## config.mk

```make
export PLATFORM = sky130hd
export DESIGN_NAME = axil_xip_master
export DESIGN_NICKNAME = d
export VERILOG_FILES = /design/src/rtl/axil_xip_master.sv
export SDC_FILE = /design/constraint.sdc
export NUM_CORES = 1
export LEC_CHECK = 0
export ABC_CLOCK_PERIOD_IN_PS = 2350
export CORE_MARGIN = 3
export CORE_UTILIZATION = 41
export CTS_CLUSTER_DIAMETER = 60
export DETAILED_ROUTE_END_ITERATION = 10
export GPL_TIMING_DRIVEN = 0
export PLACE_DENSITY = 0.87
export SYNTH_ARGS = -nofsm -noshare
export SYNTH_HDL_FRONTEND = slang
export SYNTH_SLANG_ARGS = --single-unit
```

## constraint.sdc

```tcl
create_clock -name clk -period 2.35 [get_ports clk]
set_input_delay 0.47 -clock clk [delete_from_list [all_inputs] [get_ports clk]]
set_output_delay 0.47 -clock clk [all_outputs]
set_load 0.02 [all_outputs]
```

## src/rtl/axil_xip_master.sv

```systemverilog
// AXI4-Lite master: turns a single-outstanding request/response port into AXI4-Lite
// read/write transactions, with a watchdog and a drain state so a stalled slave cannot wedge it.
module axil_xip_master #(
  parameter int unsigned ADDR_WIDTH     = 32,
  parameter int unsigned TIMEOUT_CYCLES = 1024,
  parameter int unsigned TO_WIDTH       = 16
) (
  input  logic                  clk,
  input  logic                  reset,
  // Request / response port
  input  logic                  req_valid_i,
  output logic                  req_ready_o,
  input  logic                  req_write_i,
  input  logic [ADDR_WIDTH-1:0] req_addr_i,
  input  logic [31:0]           req_wdata_i,
  input  logic [3:0]            req_wstrb_i,
  output logic                  rsp_valid_o,
  input  logic                  rsp_ready_i,
  output logic [31:0]           rsp_rdata_o,
  output logic [1:0]            rsp_resp_o,
  output logic                  rsp_timeout_o,
  // AXI4-Lite master
  output logic [ADDR_WIDTH-1:0] awaddr_o,
  output logic                  awvalid_o,
  input  logic                  awready_i,
  output logic [31:0]           wdata_o,
  output logic [3:0]            wstrb_o,
  output logic                  wvalid_o,
  input  logic                  wready_i,
  input  logic [1:0]            bresp_i,
  input  logic                  bvalid_i,
  output logic                  bready_o,
  output logic [ADDR_WIDTH-1:0] araddr_o,
  output logic                  arvalid_o,
  input  logic                  arready_i,
  input  logic [31:0]           rdata_i,
  input  logic [1:0]            rresp_i,
  input  logic                  rvalid_i,
  output logic                  rready_o,
  output logic                  busy_o
);

  typedef enum logic [2:0] {
    StIdle, StRdAddr, StRdData, StWrAddr, StWrResp, StRsp, StDrain
  } state_e;

  localparam bit                  WdogEn = (TIMEOUT_CYCLES > 0);
  localparam logic [TO_WIDTH-1:0] ToLast = WdogEn ? TO_WIDTH'(TIMEOUT_CYCLES - 1) : '0;

  state_e                state_q, state_d;
  logic [ADDR_WIDTH-1:0] addr_q, addr_d;
  logic [31:0]           wdata_q, wdata_d;
  logic [3:0]            wstrb_q, wstrb_d;
  logic                  is_write_q, is_write_d;
  logic                  awvalid_q, awvalid_d, wvalid_q, wvalid_d, arvalid_q, arvalid_d;
  logic                  rready_q, rready_d, bready_q, bready_d;
  logic                  aw_done_q, aw_done_d, w_done_q, w_done_d, axi_done_q, axi_done_d;
  logic                  rsp_valid_q, rsp_valid_d, rsp_timeout_q, rsp_timeout_d;
  logic [31:0]           rsp_rdata_q, rsp_rdata_d;
  logic [1:0]            rsp_resp_q, rsp_resp_d;
  logic                  req_ready_q, req_ready_d, busy_q, busy_d;
  logic [TO_WIDTH-1:0]   cnt_q, cnt_d;
  logic                  ar_hs, r_hs, b_hs, final_hs;

  always_comb begin
    state_d       = state_q;
    addr_d        = addr_q;
    wdata_d       = wdata_q;
    wstrb_d       = wstrb_q;
    is_write_d    = is_write_q;
    awvalid_d     = awvalid_q;
    wvalid_d      = wvalid_q;
    arvalid_d     = arvalid_q;
    rready_d      = rready_q;
    bready_d      = bready_q;
    aw_done_d     = aw_done_q;
    w_done_d      = w_done_q;
    axi_done_d    = axi_done_q;
    rsp_valid_d   = rsp_valid_q;
    rsp_rdata_d   = rsp_rdata_q;
    rsp_resp_d    = rsp_resp_q;
    rsp_timeout_d = rsp_timeout_q;
    cnt_d         = cnt_q;

    // Channel handshakes run identically in the active states and in DRAIN.
    ar_hs = arvalid_q && arready_i;
    r_hs  = rready_q && rvalid_i;
    b_hs  = bready_q && bvalid_i;
    if (ar_hs) begin
      arvalid_d = 1'b0;
      rready_d  = 1'b1;
    end
    if (r_hs) rready_d = 1'b0;
    if (awvalid_q && awready_i) begin
      awvalid_d = 1'b0;
      aw_done_d = 1'b1;
    end
    if (wvalid_q && wready_i) begin
      wvalid_d = 1'b0;
      w_done_d = 1'b1;
    end
    if (is_write_q && aw_done_d && w_done_d && !axi_done_q && !bready_q) bready_d = 1'b1;
    if (b_hs) bready_d = 1'b0;
    final_hs = is_write_q ? b_hs : r_hs;
    if (final_hs) axi_done_d = 1'b1;

    case (state_q)
      StIdle: begin
        if (req_valid_i) begin
          addr_d     = req_addr_i;
          wdata_d    = req_wdata_i;
          wstrb_d    = req_wstrb_i;
          is_write_d = req_write_i;
          aw_done_d  = 1'b0;
          w_done_d   = 1'b0;
          axi_done_d = 1'b0;
          cnt_d      = '0;
          if (req_write_i) begin
            awvalid_d = 1'b1;
            wvalid_d  = 1'b1;
            state_d   = StWrAddr;
          end else begin
            arvalid_d = 1'b1;
            state_d   = StRdAddr;
          end
        end
      end
      StRdAddr, StRdData, StWrAddr, StWrResp: begin
        if (WdogEn) cnt_d = cnt_q + TO_WIDTH'(1);
        // A real response arriving in the last watchdog cycle beats the timeout.
        if (final_hs) begin
          rsp_valid_d   = 1'b1;
          rsp_resp_d    = is_write_q ? bresp_i : rresp_i;
          rsp_rdata_d   = is_write_q ? 32'h0 : rdata_i;
          rsp_timeout_d = 1'b0;
          state_d       = StRsp;
        end else if (WdogEn && (cnt_q == ToLast)) begin
          rsp_valid_d   = 1'b1;
          rsp_resp_d    = 2'b10;
          rsp_rdata_d   = 32'h0;
          rsp_timeout_d = 1'b1;
          state_d       = StDrain;
        end else if ((state_q == StRdAddr) && ar_hs) begin
          state_d = StRdData;
        end else if ((state_q == StWrAddr) && aw_done_d && w_done_d) begin
          state_d = StWrResp;
        end
      end
      StRsp: begin
        if (rsp_ready_i) begin
          rsp_valid_d = 1'b0;
          state_d     = StIdle;
        end
      end
      StDrain: begin
        if (rsp_ready_i) rsp_valid_d = 1'b0;
        if (axi_done_d && !rsp_valid_d) state_d = StIdle;
      end
      default: state_d = StIdle;
    endcase

    req_ready_d = (state_d == StIdle);
    busy_d      = (state_d != StIdle);
  end

  always_ff @(posedge clk) begin
    if (reset) begin
      state_q       <= StIdle;
      addr_q        <= '0;
      wdata_q       <= '0;
      wstrb_q       <= '0;
      is_write_q    <= 1'b0;
      awvalid_q     <= 1'b0;
      wvalid_q      <= 1'b0;
      arvalid_q     <= 1'b0;
      rready_q      <= 1'b0;
      bready_q      <= 1'b0;
      aw_done_q     <= 1'b0;
      w_done_q      <= 1'b0;
      axi_done_q    <= 1'b0;
      rsp_valid_q   <= 1'b0;
      rsp_rdata_q   <= '0;
      rsp_resp_q    <= '0;
      rsp_timeout_q <= 1'b0;
      req_ready_q   <= 1'b1;
      busy_q        <= 1'b0;
      cnt_q         <= '0;
    end else begin
      state_q       <= state_d;
      addr_q        <= addr_d;
      wdata_q       <= wdata_d;
      wstrb_q       <= wstrb_d;
      is_write_q    <= is_write_d;
      awvalid_q     <= awvalid_d;
      wvalid_q      <= wvalid_d;
      arvalid_q     <= arvalid_d;
      rready_q      <= rready_d;
      bready_q      <= bready_d;
      aw_done_q     <= aw_done_d;
      w_done_q      <= w_done_d;
      axi_done_q    <= axi_done_d;
      rsp_valid_q   <= rsp_valid_d;
      rsp_rdata_q   <= rsp_rdata_d;
      rsp_resp_q    <= rsp_resp_d;
      rsp_timeout_q <= rsp_timeout_d;
      req_ready_q   <= req_ready_d;
      busy_q        <= busy_d;
      cnt_q         <= cnt_d;
    end
  end

  assign req_ready_o   = req_ready_q;
  assign rsp_valid_o   = rsp_valid_q;
  assign rsp_rdata_o   = rsp_rdata_q;
  assign rsp_resp_o    = rsp_resp_q;
  assign rsp_timeout_o = rsp_timeout_q;
  assign awaddr_o      = addr_q;
  assign awvalid_o     = awvalid_q;
  assign wdata_o       = wdata_q;
  assign wstrb_o       = wstrb_q;
  assign wvalid_o      = wvalid_q;
  assign bready_o      = bready_q;
  assign araddr_o      = addr_q;
  assign arvalid_o     = arvalid_q;
  assign rready_o      = rready_q;
  assign busy_o        = busy_q;

endmodule
```

Word level (Yosys, flattened, before mapping)
Cells that the tools add are included.
{ "classes": {"addsub": 1, "n_mul": 0, "n_div": 0, "magnitude_cmp": 0, "n_eq_ne": 9, "n_shift": 0, "n_mux": 45, "n_bitwise": 0, "n_reduce_logical": 29} }
{ "ops": {"columns": ["op", "count"], "rows": [
  ["$mux 32", 3],
  ["$pmux 16 s2", 1],
  ["$mux 1", 27],
  ["$mux 3", 7],
  ["$add 16x1->16 const B", 1],
  ["$eq 16x10->1 const B", 1],
  ["$mux 16", 1],
  ["$logic_and 1x1->1", 13],
  ["$pmux 3 s4", 1],
  ["$eq 3x3->1 const B", 3],
  ["$mux 2", 4],
  ["$reduce_and 2->1", 4],
  ["$eq 3x2->1 const B", 2],
  ["$logic_not 3->1", 2],
  ["$reduce_bool 3->1", 2],
  ["$reduce_bool 2->1", 2],
  ["$reduce_or 2->1", 2],
  ["$reduce_or 4->1", 1],
  ["$eq 3x1->1 const B", 1],
  ["$logic_not 1->1", 3],
  ["$ne 3x3->1 const B", 1],
  ["$pmux 1 s3", 1],
  ["$ne 2x2->1 const B", 1]
]} }
{ "word_totals": {"regBits": 134, "latchBits": 0, "ramBits": 0, "mem_bits_ro": 0, "in_bits": 114, "output_inout_bits": 143, "wordCells": 104, "memories": 0} }

Depth between registers and ports, before layout
Gate-level depths: netlist of the first run.
{ "logic_depth": {"ltp_word": 10, "ltp_mapped": 8} }

Worst setup path after synthesis of the first run
OpenSTA, ideal clock, no wires.
{ "synth_path": {"path_kind": "register to register", "start": "register cnt_q[0]", "end": "register req_ready_q (netlist: req_ready_o)", "t_arrival_ns": 1.822, "t_required_ns": 2.289, "slack_ns": 0.467, "stages_incl_launch_ff": 8, "n_path_buf": 1, "synth_period_minus_slack_ns": 1.883, "path_cell_list": "dfxtp_1 -> ha_1 -> nor4bb_1 -> and4_1 -> clkbuf_1 -> nor4_1 -> o41ai_1 -> and3_1"} }
{ "synth_between": {"elab_chain_cells": 5} }
{ "synth_rtl": {"columns": ["item", "line", "text"], "rows": [
  ["start: declaration", "62", "logic [TO_WIDTH-1:0] cnt_q, cnt_d;"],
  ["start signal: assignment", "208", "cnt_q <= cnt_d;"],
  ["$eq 16x10->1", "137", "end else if (WdogEn && (cnt_q == ToLast)) begin"],
  ["$mux 3", "137", null],
  ["$mux 3", "131", "if (final_hs) begin"],
  ["$pmux 3 s4", "107", "case (state_q)"],
  ["$logic_not 3->1", "162", "req_ready_d = (state_d == StIdle);"],
  ["end signal: assignment", "206", "req_ready_q <= req_ready_d;"],
  ["end: declaration", "61", "logic req_ready_q, req_ready_d, busy_q, busy_d;"]
]} }
No other way between the ends.
A chain may end at the register's enable or synchronous reset.

Final worst setup path of the first run
Same ends and word-level chain as after synthesis.

==> results of run 1 <==
==> how the worst min path moves through the flow <==
| stage | to | slack [ns] |
|---|---|---|
| 4_1_cts | rsp_rdata_o[30]$_SDFFE_PP0P_ | 0.45 |
| 3_5_place_dp | rsp_rdata_o[16]$_SDFFE_PP0P_ | 0.44 |
| 3_3_place_gp | rsp_rdata_o[23]$_SDFFE_PP0P_ | 0.44 |
| 2_1_floorplan | aw_done_q$_SDFF_PP0_ | 0.45 |
| 6_report | rsp_rdata_o[2]$_SDFFE_PP0P_ | 0.45 |
| 5_1_grt | rsp_rdata_o[30]$_SDFFE_PP0P_ | 0.46 |
==> layer usage <==
| layer | track usage | up-vias | share of wire |
|---|---|---|---|
| met2 | 0.4304 | 214 | 0.50 |
| met3 | 0.09943 | 25 | 0.095 |
| met5 | 0 | - | 0 |
| li1 | - | 2720 | - |
| met4 | 0.08876 | 0 | 0.017 |
| met1 | 0.2731 | 2623 | 0.39 |
==> stage by stage <==
stage	area, um2	worst slack, ns
finish	8757	0.2409
global placement	8071	-0.2307
floorplan	5309	0.4674
global route	8757	0.05408
CTS	8721	0.02825
detailed placement	8071	-0.2790
==> flip-flops by register name (all words and copies together), names as in the netlist, 2 cells and up <==
name         flops
wdata_o         32
wstrb_o          4
rsp_resp_o       2
state_q          3
araddr_o        32
cnt_q           16
rsp_rdata_o     32
==> timing repair <==
action | 4_1_cts | 5_1_grt
endpoints found under the setup margin | 0 | 5
setup buffers | 0 | 3
hold endpoints to repair | 0 | 0
resized for setup | 0 | 3
==> layout make-up <==
type / instances / area, um2
fill: 907 / 3555
multi-input combinational: 434 / 2161
inverter: 7 / 26.28
buffer: 79 / 452.9
clock buffer: 26 / 539.3
sequential: 134 / 2683
tap: 168 / 210.2
timing repair buffer: 258 / 2575
clock inverter: 6 / 110.1
==> placed cells by master, fill, tap and decap left out, types with 6 or more instances in the layout <==
cell type | synthesis | final
clkbuf_8 | 0 | 8
a21oi_1 | 115 | 115
nor3_1 | 9 | 9
nor4_1 | 6 | 6
buf_4 | 37 | 40
nand2_1 | 180 | 180
buf_2 | 7 | 7
dfxtp_1 | 134 | 134
inv_1 | 7 | 7
nor2_1 | 22 | 22
nand3_1 | 39 | 39
clkbuf_16 | 0 | 17
xnor2_1 | 11 | 11
clkdlybuf4s50_1 | 0 | 255
clkbuf_1 | 30 | 31
==> worst min-delay path, stage by stage (launching register included) <==
cell and delay [ns]:
dfxtp_1 0.30, nand2_1 0.05, a21oi_1 0.05
==> power groups by stage <==
stage	clock network (uW)	registers, uW	logic [uW]
floorplan	0	2610	418
finish	2860	2450	1130
global placement	0	2490	1100
global route	2980	2460	1210
CTS	2880	2450	1120
detailed placement	0	2500	1110
==> cells by family (layout without fill, tap and decap cells) <==
kind of cell,after synthesis,in the layout,share of synthesized area
buf+inv,86,376,0.09003
compound gates,135,135,0.1402
fa+ha+maj,1,1,0.002356
xor+xnor,11,11,0.01815
flops,134,134,0.5053
mux,4,4,0.008249
simple gates,283,283,0.2357
==> summary.md, run 1 <==
| Metric | Value |
|---|---|
| Root buf cell | `clkbuf_16` |
| CTS Hold Buffers Added | `0` |
| Nets | `1046` |
| Sum Neg Setup Slack | `0 ns` |
| RSZ-0062 raised after global routing | `false` |
| Max Cap Viol | `0` |
| Critical Path Source Type | `flop` |
| Hold path startpoint | `rsp_rdata_o[2]$_SDFFE_PP0P_` |
| Pin count of the biggest net entering global routing | `17` |
| Core region area | `0.01231 mm2` |
| Final period util | `0.8975` |
| I/O pins | `257` |
| Clock Tree Buf Depth | `2` |
| Final setup fails | `0` |
| Max Clk Rate | `0.4741 GHz` |
| Initial antenna violation count | `0` |
| R2r startpoint | `cnt_q[0]$_SDFFE_PP0P_` |
| Final std cells w/o fill | `1112` |
| End point of the critical path | `req_ready_o$_SDFF_PP1_` |
| GP Congestion | `0.8588` |
| Syn Area/Cell | `8.117 um2` |
| Worst-path clk slew | `0.06 ns` |
| Worst VDD drop | `0.6441 mV` |
| Max FO, Critical Path | `5` |
| Min Tclk post-route | `2.109 ns` |
| Initial DRC count | `285` |
| Power Total | `6447 uW` |
| Pleak | `0.003204 uW` |
| Ant diodes | `0` |
| Number of synthesized flops with an enable pin | `0` |
| Post-synth top area share | `0.5053` |
| Top cells by area, synth | `dfxtp_1 51%, nand2_1 13%, a21oi_1 11%` |
| Gr usage total | `0.2476` |
| Net Sw Frac | `0.2504` |
| Initial Util | `0.4312` |
| Worst-margin pin slew | `0.6256 ns` |
| Die Footprint | `0.01435 mm2` |
| CP startpoint | `cnt_q[0]$_SDFFE_PP0P_` |
| CP endpoint kind | `flop` |
| Syn Std Cell Area | `0.005309 mm2` |
| Sequential Power Share | `0.381` |
| # rows | `40` |
| Slowest stage cell, crit path | `dfxtp_1` |
| First-pass GRT wire length | `27790 um` |
| FF-to-FF setup slack | `0.24 ns` |
| Chip Width | `119.8 um` |
| Required @ worst endpoint | `2.71 ns` |
| WP depth | `7` |
| Max-slew headroom | `0.5830` |
| Clock sinks | `134` |
| Seq/Total Area, Yosys | `0.5053` |
| Post-synth ARST share | `0` |
| PortBufs | `255` |
| Buf/Inv on CP | `1` |
| Pwr Density | `736.2 mW/mm2` |
| TritonCTS clock tree | `built` |
| Top cell type by total area after synthesis | `dfxtp_1` |
| Crit-path leading delay family | `simple AND/OR/NAND/NOR gates` |
| Worst skew pair latency | `0.43 ns` |
| Chip Height | `119.8 um` |
| Share of layout cells above drive strength 1 | `0.09640` |
| Vias per cell | `5.020` |
| DRT Wirelength | `18260 um` |
| Run status | `complete, no violations` |
| Hold Path Depth | `2` |
| CP max stage delay | `0.39 ns` |
| Layout area overhead | `64.95%` |
| Top FF cell, synth | `dfxtp_1` |
| Post-Syn Nets | `769` |
| Synth warnings | `0` |
| Top-count cell post-synth | `nand2_1` |
| Part of the power in combinational logic | `0.175` |
| Mapped Cells | `654` |
| P_sw | `1615 uW` |
| Cell Count Post-Placement | `1077` |
| Post-layout util | `0.7113` |
| Clock skew | `0.008120 ns` |
| Synth top cells by count | `180 x nand2_1, 134 x dfxtp_1, 115 x a21oi_1` |
| Vias in the first global route | `5414` |
| Via count | `5582` |
| Clk pwr share | `0.444` |
| Design internal power | `4833 uW` |
| H-tree levels | `4` |
| Min Hold Slack | `0.4491 ns` |
| Post-synthesis cell type count | `49` |
| Cts bufs inserted | `17` |
| Final HPWL DP | `13360 um` |
| FF+latch count, synth | `134` |
| Final Hold Fails | `0` |
| WL/cell | `16.42 um` |
| Worst hold path class | `reg -> reg` |
| Routed Antenna Nets | `0` |
| Number of detailed-route iterations in the first pass | `5` |
| Ordered cell list for the critical path | `ha_1, nor4bb_1, and4_1, clkbuf_1, nor4_1, o41ai_2, and3_1` |
| Crit Path Category | `reg -> reg` |
| Reg2reg end | `req_ready_o$_SDFF_PP1_` |
| Worst Path Arrival | `2.47 ns` |
| FF-to-FF path depth | `7` |
| Global route overflow | `0` |
| Pins over their slew limit | `0` |
| Residual DRC | `0` |
No activity file was read; power rests on OpenSTA's default activity.
==> inputs of run 2 (changes only) <==
CORE_MARGIN = 2   (was 3)
==> summary.md, run 2 (synthesis results as in run 1) <==
| Metric | Value |
|---|---|
| Global route overflow | `0 (unchanged)` |
| FF-to-FF setup slack | `0.19 ns (was 0.24 ns)` |
| Worst-margin pin slew | `0.6014 ns (was 0.6256 ns)` |
| Die Footprint | `0.01387 mm2 (was 0.01435 mm2)` |
| Initial antenna violation count | `0 (unchanged)` |
| Final HPWL DP | `12800 um (was 13360 um)` |
| I/O pins | `257 (unchanged)` |
| End point of the critical path | `rsp_rdata_o[24]$_SDFFE_PP0P_ (was req_ready_o$_SDFF_PP1_)` |
| Design internal power | `4586 uW (was 4833 uW)` |
| CTS Hold Buffers Added | `0 (unchanged)` |
| Max Clk Rate | `0.4639 GHz (was 0.4741 GHz)` |
| Share of layout cells above drive strength 1 | `0.09101 (was 0.09640)` |
| Min Tclk post-route | `2.156 ns (was 2.109 ns)` |
| Residual DRC | `0 (unchanged)` |
| Worst-path clk slew | `0.05 ns (was 0.06 ns)` |
| Min Hold Slack | `0.4475 ns (was 0.4491 ns)` |
| Max Cap Viol | `0 (unchanged)` |
| GP Congestion | `0.8388 (was 0.8588)` |
| Required @ worst endpoint | `2.69 ns (was 2.71 ns)` |
| Critical Path Source Type | `flop (unchanged)` |
| Clock skew | `0.007679 ns (was 0.008120 ns)` |
| Vias in the first global route | `5368 (was 5414)` |
| Max-slew headroom | `0.5991 (was 0.5830)` |
| Cts bufs inserted | `17 (unchanged)` |
| Nets | `1047 (was 1046)` |
| Routed Antenna Nets | `0 (unchanged)` |
| Vias per cell | `4.953 (was 5.020)` |
| Worst hold path class | `reg -> reg (unchanged)` |
| Initial DRC count | `372 (was 285)` |
| TritonCTS clock tree | `built (unchanged)` |
| R2r startpoint | `state_q[1]$_SDFF_PP0_ (was cnt_q[0]$_SDFFE_PP0P_)` |
| Commonest cells after routing, fill and taps aside | `255 x clkdlybuf4s50_1, 180 x nand2_1, 134 x dfxtp_1 (unchanged)` |
| Chip Width | `117.8 um (was 119.8 um)` |
| Pin count of the biggest net entering global routing | `17 (unchanged)` |
| Chip Height | `117.8 um (was 119.8 um)` |
| Layout area overhead | `63.75% (was 64.95%)` |
| Pwr Density | `711.0 mW/mm2 (was 736.2 mW/mm2)` |
| Root buf cell | `clkbuf_16 (unchanged)` |
| Post-layout util | `0.6889 (was 0.7113)` |
| Pleak | `0.003171 uW (was 0.003204 uW)` |
| Final worst setup slack | `0.1945 ns (was 0.2409 ns)` |
| Most common cell after layout, fill and taps aside | `clkdlybuf4s50_1 (unchanged)` |
| Placement-stage worst setup slack | `-0.3101 ns (was -0.2790 ns)` |
| PortBufs | `255 (unchanged)` |
| Net Sw Frac | `0.2581 (was 0.2504)` |
| Worst Path Arrival | `2.49 ns (was 2.47 ns)` |
| Final setup fails | `0 (unchanged)` |
| Worst skew pair latency | `0.41 ns (was 0.43 ns)` |
| Clock Tree Buf Depth | `2 (unchanged)` |
| H-tree levels | `4 (unchanged)` |
| Part of the power in combinational logic | `0.182 (was 0.175)` |
| CP endpoint kind | `flop (unchanged)` |
| Initial Util | `0.4207 (was 0.4312)` |
| First-pass GRT wire length | `27440 um (was 27790 um)` |
| RSZ-0062 raised after global routing | `false (unchanged)` |
| Ant diodes | `0 (unchanged)` |
| DRT Wirelength | `17390 um (was 18260 um)` |
| Worst VDD drop | `0.4623 mV (was 0.6441 mV)` |
| Pins over their slew limit | `0 (unchanged)` |
| CP startpoint | `state_q[1]$_SDFF_PP0_ (was cnt_q[0]$_SDFFE_PP0P_)` |
| Power Total | `6181 uW (was 6447 uW)` |
| Core region area | `0.01262 mm2 (was 0.01231 mm2)` |
| WL/cell | `15.57 um (was 16.42 um)` |
| FF-to-FF path depth | `7 (unchanged)` |
| Reg2reg end | `rsp_rdata_o[24]$_SDFFE_PP0P_ (was req_ready_o$_SDFF_PP1_)` |
| Clk pwr share | `0.421 (was 0.444)` |
| Final Hold Fails | `0 (unchanged)` |
| Final period util | `0.9172 (was 0.8975)` |
| Fin area | `0.008693 mm2 (was 0.008757 mm2)` |
| Crit Path Category | `reg -> reg (unchanged)` |
| Max FO, Critical Path | `10 (was 5)` |
| Dpl cell area | `0.008077 mm2 (was 0.008071 mm2)` |
| Gr usage total | `0.2485 (was 0.2476)` |
| Number of detailed-route iterations in the first pass | `5 (unchanged)` |
| Sequential Power Share | `0.397 (was 0.381)` |
| Clock sinks | `134 (unchanged)` |
| P_sw | `1595 uW (was 1615 uW)` |
| Run status | `complete, no violations (unchanged)` |
| Via count | `5532 (was 5582)` |
| # rows | `41 (was 40)` |
-- run 2: cell types whose count changed in the layout (fill, tap and decap cells not counted), sizes merged --
| cell | change |
|---|---|
| buf | +2 |
| bufinv | -1 |
| clkbuf | -2 |
| clkinv | +1 |
| inv | +1 |
-- run 2: repair_timing --
item,4_1_cts,5_1_grt
gates resized for setup,0,1
setup buffers,0,4
setup endpoints to repair,0,5
-- run 2: metal layers --
metal  track usage  vias up  share of wire
met5             0        -              0
met4       0.09639        0          0.021
met3       0.09496       29          0.099
met2        0.4211      247           0.49
met1        0.2822     2538           0.39
li1              -     2718              -
-- run 2: worst min path at each step --
stage	startpoint	cells past startpoint	slack, ns	to
detailed placement	rsp_rdata_o[21]$_SDFFE_PP0P_	2	0.44	rsp_rdata_o[21]$_SDFFE_PP0P_
finish	rsp_rdata_o[21]$_SDFFE_PP0P_	2	0.45	rsp_rdata_o[21]$_SDFFE_PP0P_
floorplan	aw_done_q$_SDFF_PP0_	2	0.45	aw_done_q$_SDFF_PP0_
global route	rsp_rdata_o[5]$_SDFFE_PP0P_	2	0.47	rsp_rdata_o[5]$_SDFFE_PP0P_
global placement	rsp_rdata_o[19]$_SDFFE_PP0P_	2	0.44	rsp_rdata_o[19]$_SDFFE_PP0P_
CTS	rsp_rdata_o[21]$_SDFFE_PP0P_	2	0.45	rsp_rdata_o[21]$_SDFFE_PP0P_
-- run 2: worst max-delay path: stages (launching register included) --
cell,delay (ns)
dfxtp_1,0.34
buf_2,0.19
o21ai_1,0.30
and2_1,0.22
buf_2,0.25
buf_1,0.40
nand3_1,0.20
a21oi_1,0.18
-- run 2: power by group through the flow --
stage | Clock (uW) | Combinational, uW | Sequential, uW
5_1_grt | 2730 | 1210 | 2460
4_1_cts | 2640 | 1120 | 2450
3_3_place_gp | 0 | 1100 | 2500
6_report | 2600 | 1120 | 2450
3_5_place_dp | 0 | 1110 | 2500
2_1_floorplan | 0 | 418 | 2610
-- run 2: area by class of cell --
class | instances | area [um2]
inverters | 7 | 26.28
fillers | 1020 | 3926
plain buffers | 79 | 451.7
flip-flops and latches | 134 | 2683
clock buffers | 25 | 485.5
clock inverters | 7 | 93.84
multi-input cells | 434 | 2156
well taps | 172 | 215.2
repair buffers | 259 | 2582
-- run 2: per-stage QoR --
stage | cells | setup TNS [ns]
global route | 1117 | 0
global placement | 1081 | -5.958
CTS | 1113 | 0
floorplan | 654 | 0
detailed placement | 1081 | -7.307
finish | 1117 | 0
==> inputs of run 3 (changes only) <==
CTS_BUF_LIST = sky130_fd_sc_hd__clkbuf_16   (was not set)
==> summary.md, run 3 (synthesis results as in run 1) <==
| Metric | Value |
|---|---|
| Run status | `complete, no violations (unchanged)` |
| Core region area | `0.01262 mm2 (unchanged)` |
| Max FO, Critical Path | `10 (unchanged)` |
| Part of the power in combinational logic | `0.185 (was 0.182)` |
| Root buf cell | `clkbuf_16 (unchanged)` |
| WL/cell | `15.39 um (was 15.57 um)` |
| Clock skew | `0.005953 ns (was 0.007679 ns)` |
| Final HPWL DP | `12800 um (unchanged)` |
| CP most frequent cell | `buf_2 (unchanged)` |
| Final period util | `0.9111 (was 0.9172)` |
| CP max stage delay | `0.40 ns (about the same)` |
| Number of detailed-route iterations in the first pass | `5 (unchanged)` |
| Chip Width | `117.8 um (unchanged)` |
| Vias per cell | `4.974 (was 4.953)` |
| Max-slew headroom | `0.5891 (was 0.5991)` |
| Fillers | `1030 (was 1020)` |
| FF-to-FF setup slack | `0.21 ns (was 0.19 ns)` |
| Initial DRC count | `328 (was 372)` |
| Global route overflow | `0 (unchanged)` |
| Layout area overhead | `63.19% (was 63.75%)` |
| DRT Wirelength | `17190 um (was 17390 um)` |
| GP Congestion | `0.8388 (unchanged)` |
| Worst hold path class | `reg -> reg (unchanged)` |
| Hold path startpoint | `rsp_rdata_o[21]$_SDFFE_PP0P_ (unchanged)` |
| TritonCTS clock tree | `built (unchanged)` |
| Commonest cells after routing, fill and taps aside | `255 x clkdlybuf4s50_1, 180 x nand2_1, 134 x dfxtp_1 (unchanged)` |
| RSZ-0062 raised after global routing | `false (unchanged)` |
| Gr usage total | `0.2464 (was 0.2485)` |
| Max Cap Viol | `0 (unchanged)` |
| Design internal power | `4465 uW (was 4586 uW)` |
| Worst-margin pin slew | `0.6163 ns (was 0.6014 ns)` |
| First-pass GRT wire length | `27170 um (was 27440 um)` |
| Required @ worst endpoint | `2.69 ns (about the same)` |
| Worst-path clk slew | `0.06 ns (was 0.05 ns)` |
| P_sw | `1582 uW (was 1595 uW)` |
| Vias in the first global route | `5297 (was 5368)` |
| Chip Height | `117.8 um (unchanged)` |
| Routed Antenna Nets | `0 (unchanged)` |
| Via count | `5556 (was 5532)` |
| Final Hold Fails | `0 (unchanged)` |
| Clock sinks | `134 (unchanged)` |
| H-tree levels | `4 (unchanged)` |
| Pleak | `0.003175 uW (was 0.003171 uW)` |
| Pwr Density | `698.1 mW/mm2 (was 711.0 mW/mm2)` |
| Clock Tree Buf Depth | `2 (unchanged)` |
| R2r startpoint | `state_q[1]$_SDFF_PP0_ (unchanged)` |
| Ordered cell list for the critical path | `buf_2, o21ai_1, and2_1, buf_2, buf_1, nand3_1, a21oi_1 (unchanged)` |
| Share of layout cells above drive strength 1 | `0.08783 (was 0.09101)` |
| Crit Path Category | `reg -> reg (unchanged)` |
| Die Footprint | `0.01387 mm2 (unchanged)` |
| Sequential Power Share | `0.406 (was 0.397)` |
| Worst VDD drop | `0.4576 mV (was 0.4623 mV)` |
| Max Clk Rate | `0.4670 GHz (was 0.4639 GHz)` |
| Final setup fails | `0 (unchanged)` |
| I/O pins | `257 (unchanged)` |
| Initial Util | `0.4207 (unchanged)` |
| Sum Neg Setup Slack | `0 ns (unchanged)` |
| Pins over their slew limit | `0 (unchanged)` |
| Min Hold Slack | `0.4476 ns (was 0.4475 ns)` |
| Net Sw Frac | `0.2616 (was 0.2581)` |
| Critical Path Source Type | `flop (unchanged)` |
| Worst Path Arrival | `2.48 ns (was 2.49 ns)` |
| Pin count of the biggest net entering global routing | `17 (unchanged)` |
| Initial antenna violation count | `0 (unchanged)` |
| Ant diodes | `0 (unchanged)` |
| CP endpoint kind | `flop (unchanged)` |
| Slowest stage cell, crit path | `buf_1 (unchanged)` |
| Reg2reg end | `rsp_rdata_o[24]$_SDFFE_PP0P_ (unchanged)` |
| Residual DRC | `0 (unchanged)` |
| Clk pwr share | `0.409 (was 0.421)` |
| PortBufs | `255 (unchanged)` |
| Hold Path Depth | `2 (unchanged)` |
| Nets | `1047 (unchanged)` |
| Hold path endpoint | `rsp_rdata_o[21]$_SDFFE_PP0P_ (unchanged)` |
| Most common cell after layout, fill and taps aside | `clkdlybuf4s50_1 (unchanged)` |
| Cts bufs inserted | `17 (unchanged)` |
| Worst skew pair latency | `0.41 ns (about the same)` |
| Min Tclk post-route | `2.141 ns (was 2.156 ns)` |
| # rows | `41 (unchanged)` |
| FF-to-FF path depth | `7 (unchanged)` |
==> run 3: cell types whose count changed in the layout (fill, tap and decap cells not counted) <==
cell      previous run  this run
clkbuf_1            35        30
clkinv_1             0         3
clkbuf_8             3         0
inv_1                7        12
==> run 3: metrics by stage <==
stage               power (uW)  instances  worst slack (ns)  instance area, um2  utilization
finish                    6047       1117            0.2088                8663       0.6865
floorplan                 3024        654            0.4674                5309            -
detailed placement        3606       1081           -0.3101                8077       0.6400
global route              6275       1117           0.04674                8663       0.6865
CTS                       6076       1113            0.1143                8626       0.6835
global placement          3591       1081           -0.2262                8077       0.6400
==> run 3: repair_timing <==
action / CTS / global route
gates resized for setup: 0 / 1
hold endpoints to repair: 0 / 0
hold buffers: 0 / 0
buffers inserted: 0 / 4
setup endpoints to repair: 0 / 4
==> run 3: power groups by stage <==
stage               logic [uW]  clock network, uW  registers (uW)
floorplan                  418                  0            2610
CTS                       1110               2510            2450
global route              1200               2610            2460
finish                    1120               2470            2450
global placement          1100                  0            2500
detailed placement        1110                  0            2500
==> run 3: area by class of cell <==
type / instances / area, um2 / area share
buffer: 79 / 451.7 / 0.05214
clock buffer: 17 / 425.4 / 0.04910
clock inverter: 15 / 123.9 / 0.01430
inverter: 7 / 26.28 / 0.003033
multi-input combinational: 434 / 2156 / 0.2488
sequential: 134 / 2683 / 0.3096
tap: 172 / 215.2 / 0.02484
timing repair buffer: 259 / 2582 / 0.2981
==> run 3: metal layers <==
metal  global-route usage  part of all wire  up-vias
met1               0.2813              0.39     2551
li1                     -                 -     2720
met4              0.09488             0.023        0
met5                    0                 0        -
met3              0.09351             0.099       29
met2               0.4168              0.49      256
==> run 3: worst max-delay path, delay by kind of cell (launching register included) <==
| kind | cells | cell delay, ns |
|---|---|---|
| and+or+nand+nor | 2 | 0.42 |
| DFF | 1 | 0.34 |
| AOI/OAI and AO/OA | 2 | 0.47 |
| buffers and inverters | 3 | 0.84 |
==> run 3: worst max path at each step <==
stage                          start                            to  slack [ns]  depth (start not counted)
2_1_floorplan  cnt_q[0]$_SDFFE_PP0P_        req_ready_o$_SDFF_PP1_        0.47                          7
3_3_place_gp             req_valid_i        cnt_q[10]$_SDFFE_PP0P_       -0.23                          7
3_5_place_dp             req_valid_i        cnt_q[10]$_SDFFE_PP0P_       -0.31                          7
4_1_cts                  req_valid_i        cnt_q[10]$_SDFFE_PP0P_        0.11                          7
5_1_grt        cnt_q[0]$_SDFFE_PP0P_        req_ready_o$_SDFF_PP1_        0.05                          7
6_report       state_q[1]$_SDFF_PP0_  rsp_rdata_o[24]$_SDFFE_PP0P_        0.21                          7
